===== src/rtl/ttpu_pkg.sv =====
// rtl/ttpu_pkg.sv - shared constants, lane types and feeder state encoding
package ttpu_pkg;

  localparam int DIM     = 16;
  localparam int DW      = 16;
  localparam int NW      = 6;
  localparam int TIMEOUT = 40;
  localparam int IW      = $clog2(DIM);
  localparam int TW      = $clog2(TIMEOUT + 1);

  typedef logic [DW-1:0]     word_t;
  typedef word_t [DIM-1:0]   lane_vec_t;

  typedef enum logic [1:0] {
    IDLE  = 2'd0,
    CLEAR = 2'd1,
    RUN   = 2'd2,
    DRAIN = 2'd3
  } feeder_state_e;

  // A job size is usable only when it names at least one and at most DIM lanes.
  function automatic logic n_legal(input logic [NW-1:0] n);
    return (n != '0) && (n <= NW'(DIM));
  endfunction

endpackage


===== src/rtl/systolic_operand_feeder_if.sv =====
// rtl/systolic_operand_feeder_if.sv - operand load stream and result stream bundle
interface systolic_operand_feeder_if;
  import ttpu_pkg::*;

  logic          ld_valid;
  logic          ld_ready;
  logic          ld_sel;
  logic [IW-1:0] ld_addr;
  word_t         ld_data;

  logic          res_valid;
  logic          res_ready;
  logic [IW-1:0] res_idx;
  word_t         res_data;

  modport master (
    input  ld_valid, ld_sel, ld_addr, ld_data, res_ready,
    output ld_ready, res_valid, res_idx, res_data
  );

  modport slave (
    output ld_valid, ld_sel, ld_addr, ld_data, res_ready,
    input  ld_ready, res_valid, res_idx, res_data
  );

endinterface


===== src/rtl/feeder_operand_bank.sv =====
// rtl/feeder_operand_bank.sv - DIM x DW operand register file, one write port, full parallel read
module feeder_operand_bank
  import ttpu_pkg::*;
(
  input  logic          clk,
  input  logic          reset,
  input  logic          we,
  input  logic [IW-1:0] waddr,
  input  word_t         wdata,
  output lane_vec_t     rdata
);

  lane_vec_t mem;

  always_ff @(posedge clk or posedge reset) begin
    if (reset) begin
      mem <= '0;
    end else if (we) begin
      mem[waddr] <= wdata;
    end
  end

  assign rdata = mem;

endmodule


===== src/rtl/systolic_operand_feeder.sv =====
// rtl/systolic_operand_feeder.sv - buffers A/B operands, runs one systolic array job, streams N results
module systolic_operand_feeder
  import ttpu_pkg::*;
(
  input  logic                       clk,
  input  logic                       reset,
  input  logic [NW-1:0]              cfg_n,
  input  logic                       start,
  output logic                       busy,
  output logic                       done,
  output logic                       err,
  systolic_operand_feeder_if.master  bus,
  output logic                       arr_clear,
  output logic                       arr_en,
  output logic [NW-1:0]              arr_n,
  output lane_vec_t                  arr_a,
  output lane_vec_t                  arr_b,
  input  logic                       arr_ready,
  input  lane_vec_t                  arr_p
);

  feeder_state_e state, state_nx;

  lane_vec_t     a_mem, b_mem;
  lane_vec_t     a_view, b_view, a_launch;
  lane_vec_t     a_q, b_q;
  logic [NW-1:0] n_q;
  logic [TW-1:0] tcnt;
  logic [IW-1:0] idx;

  logic ld_fire, we_a, we_b;
  logic launch, tcnt_clr, tcnt_inc, idx_clr, idx_inc, done_nx, err_nx;

  assign ld_fire = bus.ld_valid & bus.ld_ready;
  assign we_a    = ld_fire & ~bus.ld_sel;
  assign we_b    = ld_fire &  bus.ld_sel;

  feeder_operand_bank u_bank_a (
    .clk   (clk),
    .reset (reset),
    .we    (we_a),
    .waddr (bus.ld_addr),
    .wdata (bus.ld_data),
    .rdata (a_mem)
  );

  feeder_operand_bank u_bank_b (
    .clk   (clk),
    .reset (reset),
    .we    (we_b),
    .waddr (bus.ld_addr),
    .wdata (bus.ld_data),
    .rdata (b_mem)
  );

  // A load landing on the same edge as start must be seen by the job, so the
  // launch snapshot forwards the in-flight write over the bank contents.
  always_comb begin
    a_view = a_mem;
    b_view = b_mem;
    if (we_a) a_view[bus.ld_addr] = bus.ld_data;
    if (we_b) b_view[bus.ld_addr] = bus.ld_data;
    for (int i = 0; i < DIM; i++) begin
      a_launch[i] = (NW'(i) < cfg_n) ? a_view[i] : '0;
    end
  end

  always_ff @(posedge clk or posedge reset) begin
    if (reset) state <= IDLE;
    else       state <= state_nx;
  end

  always_comb begin
    state_nx = state;
    launch   = 1'b0;
    tcnt_clr = 1'b0;
    tcnt_inc = 1'b0;
    idx_clr  = 1'b0;
    idx_inc  = 1'b0;
    done_nx  = 1'b0;
    err_nx   = 1'b0;
    case (state)
      IDLE: begin
        if (start) begin
          if (n_legal(cfg_n)) begin
            launch   = 1'b1;
            state_nx = CLEAR;
          end else begin
            err_nx = 1'b1;
          end
        end
      end
      CLEAR: begin
        tcnt_clr = 1'b1;
        state_nx = RUN;
      end
      RUN: begin
        if (arr_ready) begin
          idx_clr  = 1'b1;
          state_nx = DRAIN;
        end else if (tcnt == TW'(TIMEOUT - 1)) begin
          err_nx   = 1'b1;
          state_nx = IDLE;
        end else begin
          tcnt_inc = 1'b1;
        end
      end
      DRAIN: begin
        if (bus.res_ready) begin
          if (NW'(idx) == n_q - NW'(1)) begin
            done_nx  = 1'b1;
            state_nx = IDLE;
          end else begin
            idx_inc = 1'b1;
          end
        end
      end
      default: state_nx = IDLE;
    endcase
  end

  always_ff @(posedge clk or posedge reset) begin
    if (reset) begin
      n_q  <= '0;
      a_q  <= '0;
      b_q  <= '0;
      tcnt <= '0;
      idx  <= '0;
      done <= 1'b0;
      err  <= 1'b0;
    end else begin
      done <= done_nx;
      err  <= err_nx;
      if (launch) begin
        n_q <= cfg_n;
        a_q <= a_launch;
        b_q <= b_view;
      end
      if (tcnt_clr)      tcnt <= '0;
      else if (tcnt_inc) tcnt <= tcnt + TW'(1);
      if (idx_clr)       idx <= '0;
      else if (idx_inc)  idx <= idx + IW'(1);
    end
  end

  assign busy      = (state != IDLE);
  assign arr_clear = (state == CLEAR);
  assign arr_en    = (state == RUN);
  assign arr_n     = n_q;
  assign arr_a     = a_q;
  assign arr_b     = b_q;

  // arr_en is low in DRAIN, so arr_p is frozen and a stalled beat stays put.
  assign bus.ld_ready  = (state == IDLE);
  assign bus.res_valid = (state == DRAIN);
  assign bus.res_idx   = (state == DRAIN) ? idx : '0;
  assign bus.res_data  = (state == DRAIN) ? arr_p[idx] : '0;

endmodule

===== src/flat_wrapper.sv =====
// flat-port wrapper written by rule: the top's interface ports become plain ports
module systolic_operand_feeder_flat import ttpu_pkg::*;
  (clk, reset, cfg_n, start, busy, done, err, arr_clear, arr_en, arr_n, arr_a, arr_b, arr_ready, arr_p, bus_ld_valid, bus_ld_sel, bus_ld_addr, bus_ld_data, bus_res_ready, bus_ld_ready, bus_res_valid, bus_res_idx, bus_res_data);
  systolic_operand_feeder_if bus_i ();
  input  logic clk;
  input  logic reset;
  input  logic [NW-1:0] cfg_n;
  input  logic start;
  output logic busy;
  output logic done;
  output logic err;
  output logic arr_clear;
  output logic arr_en;
  output logic [NW-1:0] arr_n;
  output lane_vec_t arr_a;
  output lane_vec_t arr_b;
  input  logic arr_ready;
  input  lane_vec_t arr_p;
  input wire logic [$bits(bus_i.ld_valid)-1:0] bus_ld_valid;
  input wire logic [$bits(bus_i.ld_sel)-1:0] bus_ld_sel;
  input wire logic [$bits(bus_i.ld_addr)-1:0] bus_ld_addr;
  input wire logic [$bits(bus_i.ld_data)-1:0] bus_ld_data;
  input wire logic [$bits(bus_i.res_ready)-1:0] bus_res_ready;
  output wire logic [$bits(bus_i.ld_ready)-1:0] bus_ld_ready;
  output wire logic [$bits(bus_i.res_valid)-1:0] bus_res_valid;
  output wire logic [$bits(bus_i.res_idx)-1:0] bus_res_idx;
  output wire logic [$bits(bus_i.res_data)-1:0] bus_res_data;
  assign bus_i.ld_valid = bus_ld_valid;
  assign bus_i.ld_sel = bus_ld_sel;
  assign bus_i.ld_addr = bus_ld_addr;
  assign bus_i.ld_data = bus_ld_data;
  assign bus_i.res_ready = bus_res_ready;
  assign bus_ld_ready = bus_i.ld_ready;
  assign bus_res_valid = bus_i.res_valid;
  assign bus_res_idx = bus_i.res_idx;
  assign bus_res_data = bus_i.res_data;
  systolic_operand_feeder u_core (.clk(clk), .reset(reset), .cfg_n(cfg_n), .start(start), .busy(busy), .done(done), .err(err), .bus(bus_i), .arr_clear(arr_clear), .arr_en(arr_en), .arr_n(arr_n), .arr_a(arr_a), .arr_b(arr_b), .arr_ready(arr_ready), .arr_p(arr_p));
endmodule

===== config.mk =====
export PLATFORM = sky130hd
export DESIGN_NAME = systolic_operand_feeder_flat
export DESIGN_NICKNAME = d
export VERILOG_FILES = /design/src/rtl/ttpu_pkg.sv /design/src/rtl/systolic_operand_feeder_if.sv /design/src/rtl/feeder_operand_bank.sv /design/src/rtl/systolic_operand_feeder.sv /design/src/flat_wrapper.sv
export SDC_FILE = /design/constraint.sdc
export NUM_CORES = 2
export LEC_CHECK = 0
export ABC_AREA = 1
export CORE_ASPECT_RATIO = 1.2
export CORE_MARGIN = 2
export CORE_UTILIZATION = 35
export CTS_BUF_LIST = sky130_fd_sc_hd__clkbuf_8
export DETAILED_ROUTE_END_ITERATION = 8
export GPL_TIMING_DRIVEN = 0
export MAX_ROUTING_LAYER = met4
export PLACE_DENSITY = 0.62
export SLEW_MARGIN = 20
export SYNTH_ARGS = -nofsm -noshare
export SYNTH_HDL_FRONTEND = slang
export SYNTH_HIERARCHICAL = 1
export SYNTH_SLANG_ARGS = --single-unit

===== constraint.sdc =====
create_clock -name clk -period 42.9 [get_ports clk]
set_input_delay 6.435 -clock clk [delete_from_list [all_inputs] [get_ports clk]]
set_output_delay 6.435 -clock clk [all_outputs]
set_load 0.02 [all_outputs]

==> results.txt <==
Outcome: completed
PD cells: 58.8 mW/mm^2
Horiz. Die Dim: 341 um
RSZ-0062 raised after global routing: no
CP max stage delay: 0.74 ns
Routability congestion estimate: 0.991
Row Count: 148
CP top delay family: compound AO/OA/AOI/OAI gates
Final antenna-violating net count: 0
Final Setup Violations: 0
DIE HEIGHT: 408 um
PortBufs: 833
Setup ws final: 27.16 ns
Crit-path slowest cell: clkdlybuf4s50_1
Avg WL per Cell: 27.0 um
First DRT Iteration DRCs: 5891
Clk_lat worst skew: 0.93 ns
CTS tree: built
R2r setup slk: 39.22 ns
Max Cap Violations: 0
1st-pass router iterations: 8
Syn Inst Count: 5933
R2R Path End: u_core/u_bank_a/rdata[36]
Maximum VDD drop: 0.0000325 V
Gr usage total: 34.7%
Final hold violations: 0
First-pass GRT wire length: 336000 um
Ys async rst share: 100%
Commonest cells post-synth: nand2_1, dfrtp_1, o21ai_0
Worst-path maximum fanout: 1
Crit Path Class: in2out
Yosys warnings: 6
Clk pin slew, worst setup/hold paths: 0.05 ns
Worst reg2reg path depth: 11
WHS Endpoint: u_core/tcnt[4]
Type of the most critical hold path: reg2reg
Synth Cell Area: 0.0476 mm^2
CTS sink cnt: 1044
Max-slew violations: 0
Most frequent cell after synthesis: nand2_1
Crit-path cells: clkdlybuf4s50_1 -> nor2_1 -> nor2_1 -> o21ai_0 -> o211ai_1 -> o211ai_1 -> a21oi_1 -> clkdlybuf4s50_1
Tcrit/Tclk final: 36.7%
CP Buf/Inv Count: 2
Setup TNS: 0 ns
Largest net degree at the start of global routing: 108
Core footprint: 0.135 mm^2
Ports: 834
HPWL Detailed: 178000 um
Die area: 0.139 mm^2
Worst-Margin Slew: 1.32 ns
Detailed Route WL: 240000 um
CTS Buf Count: 173
R2r startpoint: u_core/state[1]
Worst setup SP type: primary input
Initial antenna violation count: 26
Layout cells sized above 1: 7.71%
GRT Residual Overflow: 0
Register area share after synthesis: 54.8%
Via density: 5.42
Initial Util: 35.2%
Arr. time, crit path: 9.30 ns
P_leak: 28.5 nW
Netlist cell types: 34
Synth area leaders: dfrtp_1, nand2_1, o21ai_0
Syn_area_per_cell: 8.03 um^2
Flops & latches, synth: 1044
Total number of vias: 48200
DRC errors left: 0
Post-synth EDFFs: 0
Hold path depth: 1
Critical path depth: 8
# nets final: 7245
Synth-to-Final Area Change: 30.5%
Area share of the largest cell type after synthesis: 54.8%
Post-CTS Hold Buffers: 0
Critical path required time: 36.47 ns
Clock skew: 0.0764 ns
Pre-CTS WS: 27.29 ns
H-tree depth: 4
Post-route minimum period: 15.74 ns
PostCTS Resize Cnt: 0
Clock buffer depth: 3
Most used DFF post-synth: dfrtp_1
Crit. End Element: output port
Syn_nets: 6225
Hold Startpoint: u_core/tcnt[4]
Vias in the first global route: 45800
Max Freq: 63.5 MHz
CTS Root Cell: clkbuf_8
Area leader, netlist: dfrtp_1
Max_slew headroom: 12.3%
Setup bufs post-CTS: 0
[flip-flops by register name (all words and copies together) (netlist names)]
| name | cells |
|---|---|
| u_core/arr_a | 256 |
| u_core/arr_b | 256 |
| u_core/arr_n | 6 |
| u_core/done | 1 |
| u_core/err | 1 |
| u_core/idx | 4 |
| u_core/state | 2 |
| u_core/tcnt | 6 |
| u_core/u_bank_a/rdata | 256 |
| u_core/u_bank_b/rdata | 256 |
[power breakdown]
group / switching, mW / total (mW) / internal [mW]
combinational: 0.797 / 1.29 / 0.490
clock: 0.430 / 0.905 / 0.475
sequential: 0.197 / 1.46 / 1.27
[final cells by class]
class / instances / area (um^2)
Clock buffer: 210 / 2890
Buffer: 474 / 2110
Inverter: 104 / 413
Antenna cell: 18 / 45.0
Fill cell: 13500 / 73200
Clock inverter: 98 / 634
Sequential cell: 1044 / 26100
Timing Repair Buffer: 845 / 8650
Tap cell: 1800 / 2250
Multi-Input combinational cell: 4311 / 19100
[layer usage]
layer / share of wire (%) / global-route usage [%]
met1: 41 / 45.0
met2: 44 / 51.3
met3: 10 / 8.80
met4: 5.0 / 15.4
met5: 0 / -
[cell usage in the layout, fill, tap and decap left out, types with 4 or more instances in the layout]
| cell | Yosys | layout |
|---|---|---|
| o21ai_1 | 226 | 226 |
| clkbuf_2 | 0 | 27 |
| clkinv_8 | 0 | 4 |
| o221ai_1 | 18 | 18 |
| clkbuf_8 | 0 | 210 |
| bufinv_16 | 0 | 5 |
| o21bai_1 | 32 | 32 |
| o21ai_0 | 796 | 796 |
| clkbuf_1 | 265 | 238 |
| o211ai_1 | 47 | 47 |
| inv_1 | 82 | 136 |
| buf_4 | 18 | 18 |
| a21oi_1 | 70 | 70 |
| nor2_1 | 277 | 277 |
| buf_16 | 0 | 11 |
| mux2i_1 | 48 | 48 |
| xor2_1 | 5 | 5 |
| nand2_1 | 2378 | 2378 |
| nand3_1 | 245 | 245 |
| clkinv_2 | 0 | 24 |
| clkdlybuf4s50_1 | 0 | 833 |
| buf_1 | 20 | 20 |
| nor2_2 | 33 | 33 |
| diode_2 | 0 | 18 |
| dfrtp_1 | 1044 | 1044 |
| inv_2 | 21 | 21 |
| inv_8 | 0 | 4 |
| nand4_1 | 117 | 117 |
| buf_2 | 169 | 169 |
[logic make-up (layout without fill, tap and decap cells)]
family	after synthesis	in the layout	synth area share, %
compound gates	1192	1192	13.1
xor+xnor	5	5	0.0919
fa+ha+maj	3	3	0.0788
buf+inv	578	1731	5.17
flops	1044	1044	54.8
mux	48	48	1.01
other cells	0	18	0
simple gates	3063	3063	25.7
[metrics by stage]
| step | instance area, um^2 | power (mW) | std cells | hold slack, ns | util (%) |
|---|---|---|---|---|---|
| finish | 62200 | 3.65 | 8904 | 0.459 | 45.9 |
| global route | 62200 | 3.82 | 8904 | 0.474 | 45.9 |
| CTS | 62100 | 3.65 | 8885 | 0.463 | 45.9 |
| detailed placement | 58600 | 2.74 | 8577 | 0.453 | 43.3 |
| global placement | 58200 | 2.72 | 8566 | 0.447 | 43.0 |
| floorplan | 47600 | 2.03 | 5933 | 0.434 | - |
[worst max path at each step]
stage               start                 to
2_1_floorplan       reset    u_core/arr_a[0]
3_3_place_gp        reset  u_core/arr_a[160]
3_5_place_dp   arr_p[104]    bus_res_data[8]
4_1_cts        arr_p[104]    bus_res_data[8]
5_1_grt        arr_p[104]    bus_res_data[8]
6_report       arr_p[100]    bus_res_data[4]
(Power assumes the default switching activity.)
